### config.mk
export PLATFORM = sky130hd
export DESIGN_NAME = bit_serial_addsub
export DESIGN_NICKNAME = d
export VERILOG_FILES = /design/src/rtl/bit_serial_addsub.sv
export SDC_FILE = /design/constraint.sdc
export NUM_CORES = 1
export LEC_CHECK = 0
export ABC_AREA = 1
export ABC_CLOCK_PERIOD_IN_PS = 2100
export BUFFER_PORTS_ARGS = -buffer_cell sky130_fd_sc_hd__buf_2
export CORE_ASPECT_RATIO = 1.2
export CORE_MARGIN = 5
export CORE_UTILIZATION = 61
export CTS_BUF_LIST = sky130_fd_sc_hd__clkbuf_2 sky130_fd_sc_hd__clkbuf_4 sky130_fd_sc_hd__clkbuf_8
export DETAILED_ROUTE_END_ITERATION = 7
export PLACE_DENSITY = 0.89
export SKIP_LAST_GASP = 1
export SLEW_MARGIN = 5
export SYNTH_ARGS = -nofsm -noshare
export SYNTH_HDL_FRONTEND = slang
export SYNTH_SLANG_ARGS = --single-unit
### constraint.sdc
create_clock -name clk -period 2.1 [get_ports clk]
set_clock_uncertainty 0.05 [all_clocks]
set_input_delay 0.315 -clock clk [delete_from_list [all_inputs] [get_ports clk]]
set_output_delay 0.315 -clock clk [all_outputs]
set_load 0.005 [all_outputs]
### src/rtl/bit_serial_addsub.sv
// Bit-serial two's-complement adder/subtractor: one full-adder cell with a
// registered carry, operands consumed LSB-first, one bit per clock.
module bit_serial_addsub #(
    parameter int N = 8
) (
    input  logic         clk,
    input  logic         rst,
    input  logic         start_i,
    input  logic         sub_i,
    input  logic         cin_i,
    input  logic [N-1:0] a_i,
    input  logic [N-1:0] b_i,
    output logic         ready_o,
    output logic         busy_o,
    output logic         done_o,
    output logic [N-1:0] result_o,
    output logic         cout_o,
    output logic         ovf_o
);

    localparam int CW = $clog2(N);

    typedef enum logic [1:0] {
        S_IDLE = 2'd0,
        S_RUN  = 2'd1,
        S_DONE = 2'd2
    } state_t;

    // Handshake: a request transfers on a rising edge where start_i=1 and
    // ready_o=1; start_i at any other time is dropped, nothing is queued.
    state_t         state_q, state_d;
    logic [N-1:0]   a_q, a_d;
    logic [N-1:0]   b_q, b_d;
    logic           carry_q, carry_d;
    logic [CW-1:0]  cnt_q, cnt_d;
    logic [N-1:0]   sr_q, sr_d;
    logic [N-1:0]   result_q, result_d;
    logic           cout_q, cout_d;
    logic           ovf_q, ovf_d;

    logic sum_bit;
    logic carry_nx;
    logic last_bit;

    assign sum_bit  = a_q[0] ^ b_q[0] ^ carry_q;
    assign carry_nx = (a_q[0] & b_q[0]) | (a_q[0] & carry_q) | (b_q[0] & carry_q);
    assign last_bit = (cnt_q == CW'(N - 1));

    always_ff @(posedge clk or posedge rst) begin
        if (rst) begin
            state_q <= S_IDLE;
        end else begin
            state_q <= state_d;
        end
    end

    always_comb begin
        state_d = state_q;
        case (state_q)
            S_IDLE:  if (start_i) state_d = S_RUN;
            S_RUN:   if (last_bit) state_d = S_DONE;
            S_DONE:  state_d = S_IDLE;
            default: state_d = S_IDLE;
        endcase
    end

    always_comb begin
        ready_o = (state_q == S_IDLE);
        busy_o  = (state_q == S_RUN);
        done_o  = (state_q == S_DONE);
    end

    always_comb begin
        a_d      = a_q;
        b_d      = b_q;
        carry_d  = carry_q;
        cnt_d    = cnt_q;
        sr_d     = sr_q;
        result_d = result_q;
        cout_d   = cout_q;
        ovf_d    = ovf_q;
        case (state_q)
            S_IDLE: begin
                if (start_i) begin
                    // Subtract is a + ~b + ~borrow_in.
                    a_d     = a_i;
                    b_d     = sub_i ? ~b_i : b_i;
                    carry_d = cin_i ^ sub_i;
                    cnt_d   = '0;
                end
            end
            S_RUN: begin
                a_d     = a_q >> 1;
                b_d     = b_q >> 1;
                carry_d = carry_nx;
                cnt_d   = cnt_q + CW'(1);
                sr_d    = {sum_bit, sr_q[N-1:1]};
                if (last_bit) begin
                    result_d = {sum_bit, sr_q[N-1:1]};
                    cout_d   = carry_nx;
                    ovf_d    = carry_q ^ carry_nx;
                end
            end
            default: ;
        endcase
    end

    always_ff @(posedge clk or posedge rst) begin
        if (rst) begin
            a_q      <= '0;
            b_q      <= '0;
            carry_q  <= 1'b0;
            cnt_q    <= '0;
            sr_q     <= '0;
            result_q <= '0;
            cout_q   <= 1'b0;
            ovf_q    <= 1'b0;
        end else begin
            a_q      <= a_d;
            b_q      <= b_d;
            carry_q  <= carry_d;
            cnt_q    <= cnt_d;
            sr_q     <= sr_d;
            result_q <= result_d;
            cout_q   <= cout_d;
            ovf_q    <= ovf_d;
        end
    end

    assign result_o = result_q;
    assign cout_o   = cout_q;
    assign ovf_o    = ovf_q;

endmodule
After elaboration in Yosys (flattened, before gate mapping)
Index checks and enable logic that the tools add are counted.

storage, ports and cells
  memories kept = 0
  register bits after elaboration = 40
  RAM bits = 0
  input bits = 21
  ROM bits = 0
  output and inout bits = 13
  word-level logic and storage cells = 42
  bits in latches = 0

cells by class
  magnitude comparators = 0
  eq/ne operators = 5
  muxes and demuxes = 12
  shift operators = 0
  multiply operators = 0
  bitwise logic cells = 10
  add/subtract/negate cells = 1
  reduce and logical (&&, ||, !) cells = 5
  divide/modulo/power cells = 0

operators with widths
  kind                                                                      number
  8-bit case mux with 2 select lines                                        2
  8-bit two-way mux                                                         3
  8-bit NOT                                                                 1
  3-bit case mux with 2 select lines                                        1
  2-bit AND reduction                                                       3
  2-bit two-way mux                                                         2
  2-bit case mux with 2 select lines                                        1
  1-bit XOR                                                                 4
  3-bit by 1-bit adder with 3-bit output (second input constant)            1
  1-bit bitwise AND                                                         3
  3-bit equality test (second input constant)                               1
  3-bit two-way mux                                                         1
  2-bit by 1-bit equality test with 1-bit output (second input constant)    1
  2-bit equality test (second input constant)                               1
  2-bit logical NOT                                                         1
  2-bit by 1-bit inequality test with 1-bit output (second input constant)  1
  2-bit inequality test (second input constant)                             1
  1-bit OR                                                                  2
  1-bit case mux with 2 select lines                                        1
  2-bit nonzero test                                                        1
  1-bit two-way mux                                                         1

Longest topological paths before layout
  word-level depth = 4
  depth in mapped cells = 6
  gate-level depth less buffers = 6

Worst setup path before layout
OpenSTA, ideal clock, no wires.

  path kind = flip-flop to flip-flop
  from = register a_q[0]
  to = register ovf_q (netlist: ovf_o)
  clock period less this slack = 1.271 ns
  cell stages (with the launch flop) = 5
  setup slack = 0.829 ns
  setup time = 0.116 ns
  data required time = 1.934 ns
  path buffers = 0
  arrival time = 1.105 ns
  path through = dfrtp_1 fa_1 xor2_1 nand2_1 nand2_1

on the way
  longest elaborated chain between the ends = 4
  elaborated cells between the ends (all ways) = 5
  classes of those cells = bitwise: 5

ends and longest elaborated chain
  element                    RTL line  RTL
  from (decl)                32        logic [N-1:0] a_q, a_d;
  from (signal assigned)     110       a_q <= '0;
  from (signal assigned)     119       a_q <= a_d;
  1-bit bitwise AND          46        assign carry_nx = (a_q[0] & b_q[0]) | (a_q[0] & carry_q) | (b_q[0] & carry_q);
  1-bit OR (*) (2 in a row)  46
  via carry_nx               42        logic carry_nx;
  1-bit XOR (*)              101       ovf_d = carry_q ^ carry_nx;
  to (signal assigned)       126       ovf_q <= ovf_d;
  to (decl)                  39        logic ovf_q, ovf_d;

Mark *: on every way through the listed nets, which the timed path passes. The rest lies on a longest branch.
A chain may end at the register's enable or synchronous reset.

Final worst setup path
  from = register state_q[0]
  to = output busy_o

on the way
  longest elaborated chain between the ends = 1

ends and longest elaborated chain
  element                                         RTL line  RTL
  from (decl)                                     31        state_t state_q, state_d;
  from (signal assigned)                          53        state_q <= state_d;
  2-bit by 1-bit equality test with 1-bit output  69        busy_o = (state_q == S_RUN);
  to (decl)                                       14        output logic busy_o,

No other way between the ends.

==> run summary <==
Die W - 60.1 um
sequential share of power - 0.481
initial core utilization - 0.646
CTS clk-pin slew, worst paths - 110 ps
Final GP Congestion - 0.799
design area - 0.00205 mm2
Critical Path, Cell by Cell - inv_2 -> nor2_4 -> buf_2
critical path endpoint category - primary output
RR Startpoint - state_q[0]$_DFFE_PP0P_
height of the die - 70.1 um
clk buf depth - 2
Sw Share - 0.383
vias in the first global route - 1497
HP Class - input port to async pin
register-to-register setup slack - 520 ps
CTS resizes - 0
maximum number of pins on one net before global-route repair - 40
Core Box Area - 0.00284 mm2
Clock Sinks - 39
critical-path cell with the highest stage delay - dfrtp_1
non-filler instance count after layout - 286
CP Launch Type - flip-flop
final setup vio count - 0
Leak - 1.15 nW
Slew Viols, Final - 0
TNS Setup - 0 ps
Storage cell area - 976 um2
period utilization - 0.804
worst reg2reg path depth - 6
syn avg cell area - 8.38 um2
VDD IR max - 0.930 mV
ANT cells - 0
setup bufs post-CTS - 0
drt initial violations - 82
Final Hold Vio Count - 0
# nets final - 275
initial antenna violation count - 0
commonest non-fill, non-tap cell in the layout - nand2_1
worst r2r dst - result_o[0]$_DFFE_PP0P_
placed cell count - 278
Tot GR Track Use - 0.193
final setup margin - 411 ps
ratio of cells with drive above 1 in the final layout - 0.218
Skew-Pair Late Insertion Delay - 340 ps
HPWL after DPL - 2460 um
Max Cap Violations - 0
placed cell area - 0.00199 mm2
first-pass GRT wire length - 6200 um
Highest Clock Rate - 592 MHz
sequential-to-total area share from yosys stat - 0.532
die area - 0.00421 mm2
cell taking the most area after synthesis - dfrtp_1
number of port buffers - 33
Worst Path Max Fanout - 14
P per Cell Area - 1240 mW/mm2
synth unique cells - 18
DR pass1 iterations - 4
gr ovfl total - 0
share of the synthesized area in the top cell type - 0.532
slew at the pin with the worst max-slew slack - 626 ps
CP Class - flip-flop to primary output
CTS tree - done
unrepaired setup endpoints after global routing - no
CP Data Required Time - 1740 ps
P_sw - 0.977 mW
Syn Std Cell Area - 0.00183 mm2
drt wl/cell - 12.0 um
relative slew slack - 0.581
Post-DRT Antenna Nets - 0
fillers - 243
internal cell power - 1.57 mW
number of buffers created by CTS - 5
CTS hold repair buffers - 0
Data arrival, critical path - 1320 ps
Final Critical Period - 1690 ps
I/O pin count - 34
#FFs+latches synth - 39
clock power share - 0.152
via-per-instance ratio - 5.30
# H-tree levels - 2
WL final - 3440 um
outcome - complete, no violations
Area growth syn-to-layout - 11.8%
dpl ws - 542 ps
top post-synthesis cells by area - dfrtp_1, nand2_1, nand3_1
vias post-DR - 1517
area of the multi-input gates - 719 um2
Synth Instances - 219
Syn Nets - 243
Remaining DRCs - 0
Gate power share - 0.366
# rows - 21
yosys warns - 0
most frequent cells in the layout - nand2_1, nand3_1, dfrtp_1, buf_2, inv_1
critical path's largest stage delay - 440 ps
Root Buffer - clkbuf_4
state kept, by name (all words and copies together), names as in the netlist:
signal,flops
a_q,8
ovf_o,1
b_q,8
sr_q,7
cnt_q,3
state_q,2
cout_o,1
result_o,8
carry_q,1
how the worst max path moves through the flow:
| stage | startpoint | slack (ps) | cells past startpoint | endpoint |
|---|---|---|---|---|
| 2_1_floorplan | a_q[0]$_DFFE_PP0P_ | 830 | 4 | ovf_o$_DFFE_PP0P_ |
| 3_3_place_gp | cnt_q[0]$_DFFE_PP0P_ | 560 | 6 | result_o[0]$_DFFE_PP0P_ |
| 3_5_place_dp | cnt_q[0]$_DFFE_PP0P_ | 540 | 6 | result_o[0]$_DFFE_PP0P_ |
| 4_1_cts | state_q[0]$_DFFE_PP0P_ | 390 | 3 | busy_o |
| 5_1_grt | state_q[0]$_DFFE_PP0P_ | 290 | 3 | busy_o |
| 6_report | state_q[0]$_DFFE_PP0P_ | 410 | 3 | busy_o |
cells in the mapped netlist:
master   instances
nand2_1         82
nand3_1         42
dfrtp_1         39
inv_1           19
o21ai_0          8
buf_2            6
o21ai_2          6
buf_4            3
ha_1             2
nand2_2          2
nor2_2           2
xor2_1           2
buf_6            1
fa_1             1
inv_2            1
nor2_1           1
nor2_4           1
o22ai_1          1
per-stage QoR:
step | power [mW] | hold slack, ps | util
2_1_floorplan | 1.93 | 375 | -
3_3_place_gp | 2.14 | 399 | 0.702
3_5_place_dp | 2.19 | 403 | 0.702
4_1_cts | 2.59 | 4.40 | 0.723
5_1_grt | 2.79 | 35.4 | 0.723
6_report | 2.55 | 7.95 | 0.723
routing by layer:
layer	vias to the layer above	global-route usage	wire length [um]
li1	759	-	-
met1	696	0.224	1440
met2	50	0.313	1640
met3	12	0.0589	238
met4	0	0.0961	116
met5	-	0	0
kinds of logic after synthesis:
family          Yosys count  synth area share
xor+xnor                  2           0.00955
buf+inv                  30            0.0757
fa+ha+maj                 3            0.0246
simple gates            130             0.304
flops                    39             0.532
compound gates           15            0.0539
worst max-delay path: cells and delay by family (launching register included):
kind / cells / cell delay (ps)
flip-flops: 1 / 440
buffers and inverters: 2 / 260
AND/OR/NAND/NOR: 1 / 280
power by group through the flow:
stage / combinational, mW / clock (mW) / sequential [mW]
floorplan: 0.715 / 0 / 1.22
global placement: 0.913 / 0 / 1.23
detailed placement: 0.953 / 0 / 1.24
CTS: 0.958 / 0.407 / 1.23
global route: 1.09 / 0.439 / 1.26
finish: 0.934 / 0.389 / 1.23
final cells by class:
| type | instances | share of cell area |
|---|---|---|
| clock buffer | 7 | 0.0256 |
| tap | 34 | 0.0207 |
| timing repair buffer | 35 | 0.0879 |
| sequential | 39 | 0.476 |
| clock inverter | 1 | 0.00244 |
| inverter | 20 | 0.0366 |
| multi-input combinational | 150 | 0.351 |
Note: power is estimated with default switching activity, not from simulation.
